File: src/rtl/axi_mem_arbiter.sv
// Shares one downstream AXI4 port among NUM_MASTERS upstream masters.
// Reads and writes are arbitrated independently, each by a small FSM with its own pointer.
module axi_mem_arbiter #(
    parameter int unsigned NUM_MASTERS    = 2,
    parameter int unsigned ADDR_WIDTH     = 32,
    parameter int unsigned DATA_WIDTH     = 32,
    parameter int unsigned FIXED_PRIORITY = 0
) (
    input  logic                                   clk,
    input  logic                                   rst,
    input  logic [NUM_MASTERS-1:0][ADDR_WIDTH-1:0] s_axi_araddr,
    input  logic [NUM_MASTERS-1:0][7:0]            s_axi_arlen,
    input  logic [NUM_MASTERS-1:0][2:0]            s_axi_arsize,
    input  logic [NUM_MASTERS-1:0][1:0]            s_axi_arburst,
    input  logic [NUM_MASTERS-1:0]                 s_axi_arvalid,
    output logic [NUM_MASTERS-1:0]                 s_axi_arready,
    output logic [NUM_MASTERS-1:0]                 s_axi_rvalid,
    output logic [NUM_MASTERS-1:0]                 s_axi_rlast,
    output logic [DATA_WIDTH-1:0]                  s_axi_rdata,
    output logic [1:0]                             s_axi_rresp,
    input  logic [NUM_MASTERS-1:0]                 s_axi_rready,
    input  logic [NUM_MASTERS-1:0][ADDR_WIDTH-1:0] s_axi_awaddr,
    input  logic [NUM_MASTERS-1:0][7:0]            s_axi_awlen,
    input  logic [NUM_MASTERS-1:0][2:0]            s_axi_awsize,
    input  logic [NUM_MASTERS-1:0][1:0]            s_axi_awburst,
    input  logic [NUM_MASTERS-1:0]                 s_axi_awvalid,
    output logic [NUM_MASTERS-1:0]                 s_axi_awready,
    input  logic [NUM_MASTERS-1:0][DATA_WIDTH-1:0] s_axi_wdata,
    input  logic [NUM_MASTERS-1:0][DATA_WIDTH/8-1:0] s_axi_wstrb,
    input  logic [NUM_MASTERS-1:0]                 s_axi_wlast,
    input  logic [NUM_MASTERS-1:0]                 s_axi_wvalid,
    output logic [NUM_MASTERS-1:0]                 s_axi_wready,
    output logic [NUM_MASTERS-1:0]                 s_axi_bvalid,
    output logic [1:0]                             s_axi_bresp,
    input  logic [NUM_MASTERS-1:0]                 s_axi_bready,
    output logic [ADDR_WIDTH-1:0]                  m_axi_awaddr,
    output logic [7:0]                             m_axi_awlen,
    output logic [2:0]                             m_axi_awsize,
    output logic [1:0]                             m_axi_awburst,
    output logic                                   m_axi_awvalid,
    input  logic                                   m_axi_awready,
    output logic [DATA_WIDTH-1:0]                  m_axi_wdata,
    output logic [DATA_WIDTH/8-1:0]                m_axi_wstrb,
    output logic                                   m_axi_wlast,
    output logic                                   m_axi_wvalid,
    input  logic                                   m_axi_wready,
    input  logic [1:0]                             m_axi_bresp,
    input  logic                                   m_axi_bvalid,
    output logic                                   m_axi_bready,
    output logic [ADDR_WIDTH-1:0]                  m_axi_araddr,
    output logic [7:0]                             m_axi_arlen,
    output logic [2:0]                             m_axi_arsize,
    output logic [1:0]                             m_axi_arburst,
    output logic                                   m_axi_arvalid,
    input  logic                                   m_axi_arready,
    input  logic [DATA_WIDTH-1:0]                  m_axi_rdata,
    input  logic [1:0]                             m_axi_rresp,
    input  logic                                   m_axi_rlast,
    input  logic                                   m_axi_rvalid,
    output logic                                   m_axi_rready
);
    localparam int unsigned IW = (NUM_MASTERS > 1) ? $clog2(NUM_MASTERS) : 1;

    typedef enum logic [1:0] {R_IDLE, R_ADDR, R_DATA} r_state_e;
    typedef enum logic [1:0] {W_IDLE, W_ADDR, W_DATA, W_RESP} w_state_e;

    // First requester at or above ptr (modulo NUM_MASTERS); ptr is ignored in fixed mode.
    function automatic logic [IW-1:0] pick(input logic [NUM_MASTERS-1:0] req,
                                           input logic [IW-1:0] ptr);
        logic [IW-1:0]          win;
        logic                   found;
        logic [NUM_MASTERS-1:0] rot;
        int unsigned            idx;
        win   = '0;
        found = 1'b0;
        for (int unsigned k = 0; k < NUM_MASTERS; k++) begin
            idx = (FIXED_PRIORITY != 0) ? k : (k + 32'(ptr)) % NUM_MASTERS;
            rot = req >> idx;
            if (!found && rot[0]) begin
                found = 1'b1;
                win   = IW'(idx);
            end
        end
        return win;
    endfunction

    r_state_e        r_state_q, r_state_d;
    w_state_e        w_state_q, w_state_d;
    logic [IW-1:0]   r_ptr_q, r_grant_q, r_win, r_ptr_nxt;
    logic [IW-1:0]   w_ptr_q, w_grant_q, w_win, w_ptr_nxt;
    logic            r_take, r_done, w_take, w_beat_last, w_done;
    logic [ADDR_WIDTH-1:0] ar_addr_q, aw_addr_q;
    logic [7:0]      ar_len_q, aw_len_q;
    logic [2:0]      ar_size_q, aw_size_q;
    logic [1:0]      ar_burst_q, aw_burst_q;

    assign r_win       = pick(s_axi_arvalid, r_ptr_q);
    assign w_win       = pick(s_axi_awvalid, w_ptr_q);
    assign r_take      = (r_state_q == R_IDLE) && (|s_axi_arvalid);
    assign w_take      = (w_state_q == W_IDLE) && (|s_axi_awvalid);
    assign r_done      = (r_state_q == R_DATA) && m_axi_rvalid && s_axi_rready[r_grant_q]
                         && m_axi_rlast;
    assign w_beat_last = (w_state_q == W_DATA) && s_axi_wvalid[w_grant_q] && m_axi_wready
                         && s_axi_wlast[w_grant_q];
    assign w_done      = (w_state_q == W_RESP) && m_axi_bvalid && s_axi_bready[w_grant_q];
    assign r_ptr_nxt   = (32'(r_grant_q) == NUM_MASTERS - 1) ? '0 : r_grant_q + 1'b1;
    assign w_ptr_nxt   = (32'(w_grant_q) == NUM_MASTERS - 1) ? '0 : w_grant_q + 1'b1;

    always_ff @(posedge clk) begin
        if (rst) begin
            r_state_q  <= R_IDLE;
            w_state_q  <= W_IDLE;
            r_ptr_q    <= '0;
            w_ptr_q    <= '0;
            r_grant_q  <= '0;
            w_grant_q  <= '0;
            ar_addr_q  <= '0;
            ar_len_q   <= '0;
            ar_size_q  <= '0;
            ar_burst_q <= '0;
            aw_addr_q  <= '0;
            aw_len_q   <= '0;
            aw_size_q  <= '0;
            aw_burst_q <= '0;
        end else begin
            r_state_q <= r_state_d;
            w_state_q <= w_state_d;
            if (r_take) begin
                r_grant_q  <= r_win;
                ar_addr_q  <= s_axi_araddr[r_win];
                ar_len_q   <= s_axi_arlen[r_win];
                ar_size_q  <= s_axi_arsize[r_win];
                ar_burst_q <= s_axi_arburst[r_win];
            end
            if (w_take) begin
                w_grant_q  <= w_win;
                aw_addr_q  <= s_axi_awaddr[w_win];
                aw_len_q   <= s_axi_awlen[w_win];
                aw_size_q  <= s_axi_awsize[w_win];
                aw_burst_q <= s_axi_awburst[w_win];
            end
            if (r_done) r_ptr_q <= r_ptr_nxt;
            if (w_done) w_ptr_q <= w_ptr_nxt;
        end
    end

    always_comb begin
        r_state_d = r_state_q;
        unique case (r_state_q)
            R_IDLE:  if (r_take) r_state_d = R_ADDR;
            R_ADDR:  if (m_axi_arready) r_state_d = R_DATA;
            R_DATA:  if (r_done) r_state_d = R_IDLE;
            default: r_state_d = R_IDLE;
        endcase
    end

    always_comb begin
        w_state_d = w_state_q;
        unique case (w_state_q)
            W_IDLE:  if (w_take) w_state_d = W_ADDR;
            W_ADDR:  if (m_axi_awready) w_state_d = W_DATA;
            W_DATA:  if (w_beat_last) w_state_d = W_RESP;
            W_RESP:  if (w_done) w_state_d = W_IDLE;
            default: w_state_d = W_IDLE;
        endcase
    end

    // All handshake outputs are forced low while rst is high, even before the FSM has reset.
    always_comb begin
        s_axi_arready = '0;
        s_axi_rvalid  = '0;
        s_axi_rlast   = '0;
        m_axi_arvalid = 1'b0;
        m_axi_rready  = 1'b0;
        if (!rst) begin
            unique case (r_state_q)
                R_IDLE: if (r_take) s_axi_arready[r_win] = 1'b1;
                R_ADDR: m_axi_arvalid = 1'b1;
                R_DATA: begin
                    s_axi_rvalid[r_grant_q] = m_axi_rvalid;
                    s_axi_rlast[r_grant_q]  = m_axi_rlast;
                    m_axi_rready            = s_axi_rready[r_grant_q];
                end
                default: ;
            endcase
        end
    end

    always_comb begin
        s_axi_awready = '0;
        s_axi_wready  = '0;
        s_axi_bvalid  = '0;
        m_axi_awvalid = 1'b0;
        m_axi_wvalid  = 1'b0;
        m_axi_bready  = 1'b0;
        if (!rst) begin
            unique case (w_state_q)
                W_IDLE: if (w_take) s_axi_awready[w_win] = 1'b1;
                W_ADDR: m_axi_awvalid = 1'b1;
                W_DATA: begin
                    m_axi_wvalid            = s_axi_wvalid[w_grant_q];
                    s_axi_wready[w_grant_q] = m_axi_wready;
                end
                W_RESP: begin
                    s_axi_bvalid[w_grant_q] = m_axi_bvalid;
                    m_axi_bready            = s_axi_bready[w_grant_q];
                end
                default: ;
            endcase
        end
    end

    assign m_axi_araddr  = ar_addr_q;
    assign m_axi_arlen   = ar_len_q;
    assign m_axi_arsize  = ar_size_q;
    assign m_axi_arburst = ar_burst_q;
    assign m_axi_awaddr  = aw_addr_q;
    assign m_axi_awlen   = aw_len_q;
    assign m_axi_awsize  = aw_size_q;
    assign m_axi_awburst = aw_burst_q;
    assign m_axi_wdata   = s_axi_wdata[w_grant_q];
    assign m_axi_wstrb   = s_axi_wstrb[w_grant_q];
    assign m_axi_wlast   = s_axi_wlast[w_grant_q];
    assign s_axi_rdata   = m_axi_rdata;
    assign s_axi_rresp   = m_axi_rresp;
    assign s_axi_bresp   = m_axi_bresp;

endmodule

File: config.mk
export PLATFORM = sky130hd
export DESIGN_NAME = axi_mem_arbiter
export DESIGN_NICKNAME = d
export VERILOG_FILES = /design/src/rtl/axi_mem_arbiter.sv
export SDC_FILE = /design/constraint.sdc
export NUM_CORES = 1
export LEC_CHECK = 0
export ABC_AREA = 1
export CAP_MARGIN = 40
export CORE_AREA = 4 4 187 189
export DETAILED_ROUTE_END_ITERATION = 16
export DIE_AREA = 0 0 191 193
export PLACE_DENSITY_LB_ADDON = 0.08
export SYNTH_ARGS = -nofsm -noshare
export SYNTH_HDL_FRONTEND = slang
export SYNTH_SLANG_ARGS = --single-unit
export TNS_END_PERCENT = 50
File: constraint.sdc
create_clock -name clk -period 2.1 [get_ports clk]
set_input_delay 0.21 -clock clk [delete_from_list [all_inputs] [get_ports clk]]
set_output_delay 0.21 -clock clk [all_outputs]
set_load 0.02 [all_outputs]
After elaboration in Yosys (flattened, before gate mapping)
Index checks and enable logic that the tools add are counted.

Add/subtract/negate cells: 4. $lt $le $gt $ge: 8. Equal/unequal tests: 12. Shifts and indexed selects: 4. Muxes and demuxes: 77. Bitwise gates (word level): 4. Reductions and logical operators: 24.

Operator list (count): $mux W32 (6); $mux W2 (25); $mux W8 (4); $mux W1 (30); $logic_and A1 B1 Y1 (16); $ne A2 B2 Y1 const B (7); $mux W3 (4); $and A2 B2 Y2 (4); $lt A1 B2 Y1 const B (4); $mux W4 (2); $pmux W2 S4 (1); $shr A2 B1 Y1 (4); $eq A2 B2 Y1 const B (3); $pmux W2 S3 (1); $demux W1 S1 (4); $eq A2 B1 Y1 const B (2); $ge A1 B1 Y1 const B (4); $logic_not A2 Y1 (2); $reduce_and A4 Y1 (1); $reduce_or A2 Y1 (2); $reduce_and A3 Y1 (1); $add A1 B1 Y1 const A (2); $add A1 B1 Y1 const B (2); $logic_not A1 Y1 (2).

Register bits: 98. Output and inout port bits: 180. Logic and storage cells: 147.

Depth between registers and ports, before layout
Gate-level depths: netlist of run 1.

Depth after elaboration: 12. Mapped depth: 11. Gate-level depth less buffers: 10.

Worst setup path after synthesis of run 1
No wires, ideal clock.

Path kind: reg2reg. From: register w_state_q[0]. To: register aw_addr_q[16] (netlist: m_axi_awaddr[16]). Arrival: 1540 ps. Path slack: 498 ps. Cell stages (with the launch flop): 10. Buffers on the path: 1. Period minus slack after synthesis: 1602 ps. Cell sequence: dfxtp_1 > inv_1 > ha_1 > inv_1 > a21oi_2 > inv_1 > buf_2 > nor3_4 > nand2_1 > nand3_1.

Word-level cells in the longest chain between the ends: 2.

RTL lines: start: declaration (RTL line 88) `w_state_e w_state_q, w_state_d;`; start signal: assignment (RTL line 127) `w_state_q <= w_state_d;`; $logic_not A2 Y1 (RTL line 100) `assign w_take = (w_state_q == W_IDLE) && (|s_axi_awvalid);`; $logic_and A1 B1 Y1 (RTL line 100); end signal: assignment (RTL line 137) `aw_addr_q <= s_axi_awaddr[w_win];`; end: declaration (RTL line 92) `logic [ADDR_WIDTH-1:0] ar_addr_q, aw_addr_q;`.

No other way between the ends. A chain may end at the register's enable or synchronous reset.

Worst setup path after layout of run 1
From: register w_state_q[1]. To: output port s_axi_awready[0].

Word-level cells in the longest chain between the ends: 5.

RTL lines: $logic_not A2 Y1 (*) (RTL line 100, 197); $logic_and A1 B1 Y1 (RTL line 100); $mux W2 (RTL line 198) `W_IDLE: if (w_take) s_axi_awready[w_win] = 1'b1;`; $mux W2 (*) (RTL line 197) `unique case (w_state_q)`; $mux W2 (*) (RTL line 196) `if (!rst) begin`; end: declaration (RTL line 27) `output logic [NUM_MASTERS-1:0] s_axi_awready,`.

Every way passes the cells marked *; elsewhere a longest branch is shown, timed or not.

==> results of run 1 <==
-- worst min-delay path: stages --
cell and delay [ns]:
buf_2 0.12, buf_12 0.19, a31oi_1 0.05
-- kinds of logic (layout without fill, tap and decap cells) --
| family | Yosys count | count (layout) | synth area share [%] |
|---|---|---|---|
| flip-flops | 98 | 98 | 37.99 |
| other | 0 | 3 | 0 |
| adder cells (fa/ha/maj) | 5 | 5 | 1.212 |
| buffers and inverters | 145 | 524 | 14.05 |
| AND/OR/NAND/NOR | 482 | 482 | 37.32 |
| AO/OA/AOI/OAI | 78 | 78 | 9.426 |
-- layer usage --
layer | vias up | track usage [%] | routed length (um)
met3 | 25 | 4.141 | 2189
met2 | 226 | 24.95 | 14220
met4 | 0 | 4.088 | 437
li1 | 3243 | - | -
met1 | 2854 | 17.39 | 11390
met5 | - | 0 | 0
-- path summary, 6_finish.rpt --
check | cells past startpoint | slack (ns) | to | start
worst max-delay path | 7 | 0.12 | s_axi_awready[0] | w_state_q[1]
worst min-delay path | 3 | 0.27 | m_axi_awaddr[28] | rst
worst max register to register | 10 | 0.34 | m_axi_awaddr[31] | w_state_q[1]
worst min register to register | 2 | 0.48 | w_ptr_q | w_ptr_q
-- synthesized netlist by cell type, types with 2 or more instances --
cell type  number  share of area [%]
inv_2           3               0.22
dfxtp_1        98                 38
nand3_1        55                5.3
clkinv_1        2               0.15
buf_1           5               0.36
clkbuf_1       13               0.95
a31oi_1        31                3.8
inv_1          59                4.3
ha_1            5                1.2
nor3_1          5               0.48
nor2_4          2               0.44
a22oi_1        17                2.5
nand2_1       397                 29
a21oi_2         2               0.34
nor4_1          2               0.24
a21oi_1         6               0.58
buf_2          22                2.1
o21ai_0        18                1.7
nor2_1         16                1.2
buf_4          41                6.0
-- power groups by stage --
stage / combinational [mW] / clock (mW) / sequential, mW
final: 3.80 / 1.94 / 2.41
after global placement: 3.93 / 0 / 2.45
after global routing: 4.14 / 2.08 / 2.46
after detailed placement: 3.91 / 0 / 2.45
after CTS: 3.88 / 2.03 / 2.41
after floorplan: 1.52 / 0 / 2.82
-- flip-flops by register name (all words and copies together) (netlist names) --
signal	flops
m_axi_araddr	32
m_axi_awaddr	32
m_axi_arlen	8
m_axi_awlen	8
m_axi_arsize	3
m_axi_awsize	3
m_axi_arburst	2
m_axi_awburst	2
r_state_q	2
w_state_q	2
r_grant_q	1
r_ptr_q	1
w_grant_q	1
w_ptr_q	1
-- final cells by class --
class	count	area [um^2]	share of cell area [%]
clock inverter	5	85.08	0.8514
clock buffer	11	242.7	2.429
timing repair buffer	444	4399	44.02
antenna	3	7.507	0.07512
multi-input combinational	565	2494	24.95
inverter	64	242.7	2.429
sequential	98	1962	19.63
tap	448	560.5	5.609
-- metrics by stage --
stage	utilization, %	cell area (um^2)	instances	hold slack [ns]
2_1_floorplan	-	5164	808	0.3227
3_3_place_gp	29.03	9663	1617	0.4201
3_5_place_dp	29.03	9663	1617	0.4201
4_1_cts	29.94	9965	1634	0.2583
5_1_grt	30.03	9993	1638	0.2847
6_report	30.03	9993	1638	0.2717
-- timing repair --
action,in CTS,in global routing
setup buffers,1,1
setup endpoints to repair,40,6
hold buffers,0,0
pin swaps,1,1
resized for setup,41,7
gates cloned,0,0
==> results.sh, run 1 <==
export IMPL_p_per_area_mw_per_mm2=815.7
export IMPL_fillers=3666
export IMPL_core_mm2=0.03328
export IMPL_arrival_ns=1.77
export IMPL_critPathMaxStageDelay_ns=0.35
export IMPL_die_y_um=193
export IMPL_ir_drop_mv=0.4844
export IMPL_grtUsageTotal_pct=14.36
export IMPL_grt_pass1_vias=6264
export IMPL_antenna_found_initial=4
export IMPL_path_cells="inv_1, ha_1, inv_1, a21oi_2, inv_4, nor3_4, buf_6"
export IMPL_initial_core_util_pct=15.52
export IMPL_min_period_over_period_pct=94.46
export IMPL_crit_path_max_fanout=5
export IMPL_drive_above_1_share_pct=5.392
export IMPL_cts_tree="done"
export IMPL_timing_critical_path_mode_cell="inv_1"
export IMPL_seq_power_share_pct=29.6
export IMPL_die_area_mm2=0.03686
export IMPL_grt_max_degree=44
export IMPL_setup_ws_ns=0.1164
export IMPL_worstMarginPinSlew_ns=0.5436
export IMPL_hold_viol_final=0
export IMPL_slew_viol_final=0
export IMPL_die_x_um=191
export IMPL_cts_sinks=98
export IMPL_share_comb_of_total_power_pct=46.6
export IMPL_netlist_area_mm2=0.005164
export IMPL_synth_cell_types=29
export IMPL_synth_nets=1121
export IMPL_synth_top_flop_cell="dfxtp_1"
export IMPL_clkPwrFrac_pct=23.8
export IMPL_fmax_ghz=0.5041
export IMPL_io_buffers=415
export IMPL_synth_seq_area_share_pct=37.99
export IMPL_post_place_ws_ns=0.04384
export IMPL_cts_root_buf="clkbuf_16"
export IMPL_async_reset_ff_share_pct=0
export IMPL_skew_ns=0.009252
export IMPL_cap_violations=0
export IMPL_crit_slowest_cell="dfxtp_1"
export IMPL_synth_area_per_cell_um2=6.391
export IMPL_remaining_drc_errors=0
export IMPL_vias_per_cell=3.875
export IMPL_switching_share_pct=38.10
export IMPL_required_ns=1.89
export IMPL_end_kind="output pin"
export IMPL_final_common_cell="nand2_1"
export IMPL_wl_um=28230
export IMPL_wl_per_cell_um=17.23
export IMPL_crit_buf_inv=4
export IMPL_grt_overflow_total=0
export IMPL_synth_cells=808
export IMPL_clk_pin_slew_ns=0.08
export IMPL_hpwl_um=21960
export IMPL_htree_levels=3
export IMPL_crit_type="register to output pin"
export IMPL_clk_latency_ns=0.36
export IMPL_p_sw_mw=3.106
export IMPL_gp_congestion=0.7554
export IMPL_rows=67
export IMPL_finalSetupViolations=0
export IMPL_yosysWarnings=0
export IMPL_nets=1495
export IMPL_synth_edf_count=0
export IMPL_slew_headroom_pct=63.76
export IMPL_vias=6348
export IMPL_p_leak_nw=4.348
export IMPL_min_period_ns=1.984
export IMPL_io_pins=488
export IMPL_crit_family="buffers and inverters"
export IMPL_clockBufferDepth=2
export IMPL_grt_pass1_wl_um=40040
export IMPL_drtIter0Drc=229
export IMPL_hold_class="input port to register"
export IMPL_ys_ff_latch=98
export IMPL_total_power_mw=8.152
export IMPL_area_growth_synth_to_final_pct=93.53
export IMPL_worstSetupStartpointType="register"
export IMPL_first_pass_iters=5
export IMPL_cts_buffers=9
export IMPL_internal_power_mw=5.046
export IMPL_ant_nets=0
export IMPL_setup_tns_ns=0
export IMPL_layout_cells_most_common_list="397 x nand2_1, 373 x clkdlybuf4s50_1, 98 x dfxtp_1"
export IMPL_grt_setup_unrepaired="true"
export IMPL_outcome="completed"
Power figures use the tool's default switching activity.
==> inputs of run 2 (changes only) <==
--- a/config.mk
+++ b/config.mk
@@ -7,9 +7,10 @@
 export LEC_CHECK = 0
 export ABC_AREA = 1
 export CAP_MARGIN = 40
-export CORE_AREA = 4 4 187 189
+export CORE_AREA = 4 4 190 192
 export DETAILED_ROUTE_END_ITERATION = 16
-export DIE_AREA = 0 0 191 193
+export DIE_AREA = 0 0 194 196
+export HOLD_SLACK_MARGIN = 0.05
 export PLACE_DENSITY_LB_ADDON = 0.08
 export SYNTH_ARGS = -nofsm -noshare
 export SYNTH_HDL_FRONTEND = slang
==> constraint.sdc (replaced) <==
create_clock -name clk -period 2.1 [get_ports clk]
set_input_delay 0.21 -clock clk [delete_from_list [all_inputs] [get_ports clk]]
set_output_delay 0.21 -clock clk [all_outputs]
set_load 0.01 [all_outputs]
==> results.sh, run 2 (same netlist as run 1, synthesis figures left out) <==
export IMPL_remaining_drc_errors=0
export IMPL_clockBufferDepth=2
export IMPL_grt_max_degree=47
export IMPL_first_pass_iters=4
export IMPL_layout_cells_most_common_list="399 x clkdlybuf4s50_1, 397 x nand2_1, 98 x dfxtp_1"
export IMPL_min_period_over_period_pct=94.57
export IMPL_clk_latency_ns=0.37
export IMPL_worstMarginPinSlew_ns=0.5874
export IMPL_drive_above_1_share_pct=4.653
export IMPL_gp_congestion=0.7872
export IMPL_vias=6234
export IMPL_hold_buffers=0
export IMPL_cts_setup_buffers=0
export IMPL_vias_per_cell=3.804
export IMPL_io_buffers=415
export IMPL_wl_per_cell_um=17.02
export IMPL_ctsResizeCount=14
export IMPL_cts_tree="done"
export IMPL_top_usage_layer="met2"
export IMPL_met1_usage_pct=16.99
export IMPL_crit_path_max_fanout=3
export IMPL_antenna_found_initial=4
export IMPL_clkPwrFrac_pct=23.2
export IMPL_hold_end="w_state_q[1]"
export IMPL_hold_class="input port to register"
export IMPL_min_period_ns=1.986
export IMPL_grt_pass1_wl_um=40850
export IMPL_required_ns=1.89
export IMPL_grt_setup_unrepaired="false"
export IMPL_hold_viol_final=0
export IMPL_switching_share_pct=35.41
export IMPL_htree_levels=3
export IMPL_rr_endpoint="m_axi_awlen[0]"
export IMPL_finalSetupViolations=0
export IMPL_crit_type="register to output pin"
export IMPL_internal_power_mw=4.914
export IMPL_io_pins=488
export IMPL_p_leak_nw=4.264
export IMPL_reg2reg_setup_slack_ns=0.31
export IMPL_cts_root_buf="clkbuf_16"
export IMPL_die_x_um=194
export IMPL_arrival_ns=1.78
export IMPL_fmax_ghz=0.5035
export IMPL_nets=1490
export IMPL_final_common_cell="clkdlybuf4s50_1"
export IMPL_timing_reg2reg_worst_path_depth=12
export IMPL_cap_violations=0
export IMPL_wl_um=27890
export IMPL_outcome="completed"
export IMPL_hold_depth=4
export IMPL_p_per_area_mw_per_mm2=766.6
export IMPL_grtUsageTotal_pct=14.01
export IMPL_dp_cells=1621
export IMPL_ir_drop_mv=0.3819
export IMPL_rows=68
export IMPL_slew_headroom_pct=60.84
export IMPL_core_mm2=0.03437
export IMPL_hpwl_um=21760
export IMPL_seq_power_share_pct=31.6
export IMPL_skew_ns=0.007082
export IMPL_cts_buffers=9
export IMPL_worstSetupStartpointType="register"
export IMPL_grt_pass1_vias=6258
export IMPL_layoutNonFillerInstCount=1639
export IMPL_hp_start="rst"
export IMPL_slew_viol_final=0
export IMPL_whs_ns=0.2810
export IMPL_fillers=3815
export IMPL_grt_overflow_total=0
export IMPL_end_kind="output pin"
export IMPL_die_y_um=196
export IMPL_area_growth_synth_to_final_pct=92.20
export IMPL_die_area_mm2=0.03802
export IMPL_r2r_start="w_state_q[0]"
export IMPL_share_comb_of_total_power_pct=45.3
export IMPL_ant_nets=0
export IMPL_clk_pin_slew_ns=0.08
export IMPL_p_sw_mw=2.694
export IMPL_initial_core_util_pct=15.02
export IMPL_met2_usage_pct=23.28
export IMPL_drtIter0Drc=205
export IMPL_grtUsageMet3_pct=5.049
export IMPL_cts_sinks=98
[run 2: cell types whose count changed in the layout (fill, tap and decap cells not counted), sizes merged]
cell	before	now
clkdlybuf4s50	373	399
dlygate4sd2	35	11
buf	32	25
clkbuf	11	13
bufinv	2	1
clkdlybuf4s15	1	0
clkinv	1	2
diode	3	2
inv	65	64
[run 2: power groups by stage]
| stage | clock [mW] | sequential [mW] | combinational (mW) |
|---|---|---|---|
| after global routing | 1.93 | 2.45 | 3.79 |
| after detailed placement | 0 | 2.44 | 3.49 |
| after global placement | 0 | 2.44 | 3.52 |
| after floorplan | 0 | 2.58 | 1.37 |
| final | 1.76 | 2.40 | 3.44 |
| after CTS | 1.87 | 2.41 | 3.50 |
[run 2: layout make-up]
cell class | count | area (um^2) | area share, %
repair buffers | 439 | 4372 | 44.05
multi-input cells | 565 | 2489 | 25.08
flip-flops and latches | 98 | 1962 | 19.77
well taps | 455 | 569.3 | 5.736
inverters | 64 | 240.2 | 2.421
clock buffers | 12 | 236.5 | 2.383
clock inverters | 4 | 51.30 | 0.5169
diodes | 2 | 5.005 | 0.05043
[run 2: how the worst max path moves through the flow]
stage	start	to	slack, ns	cells past startpoint
detailed placement	s_axi_awvalid[0]	m_axi_awaddr[22]	-0.06	9
global route	r_state_q[1]	s_axi_rvalid[0]	0.002	6
finish	w_state_q[0]	m_axi_awvalid	0.11	5
CTS	r_state_q[0]	s_axi_arready[0]	-0.01	6
floorplan	w_state_q[0]	m_axi_awaddr[16]	0.57	9
global placement	s_axi_awvalid[0]	m_axi_awaddr[23]	-0.04	11
[run 2: metrics by stage]
stage                     setup TNS, ns  power (mW)  setup slack (ns)  util [%]  instance area (um^2)
after floorplan                       0       3.944            0.5734         -                  5164
after global placement          -0.2436       5.963          -0.03929     28.00                  9624
after detailed placement         -1.210       5.934          -0.05931     28.00                  9624
after CTS                      -0.01214       7.783          -0.01214     28.80                  9898
after global routing                  0       8.167          0.002353     28.87                  9925
final                                 0       7.608            0.1141     28.87                  9925
[run 2: routing by layer]
layer,up-vias,routed length [um]
met4,4,541
met5,-,27
met3,40,2144
met2,225,13510
li1,3236,-
met1,2729,11670
[run 2: worst max-delay path, cell delays in order, from the launching register on]
cell             delay (ns)
dfxtp_1                0.33
buf_4                  0.12
ha_1                   0.15
inv_1                  0.06
nor2_1                 0.13
clkdlybuf4s50_1        0.61
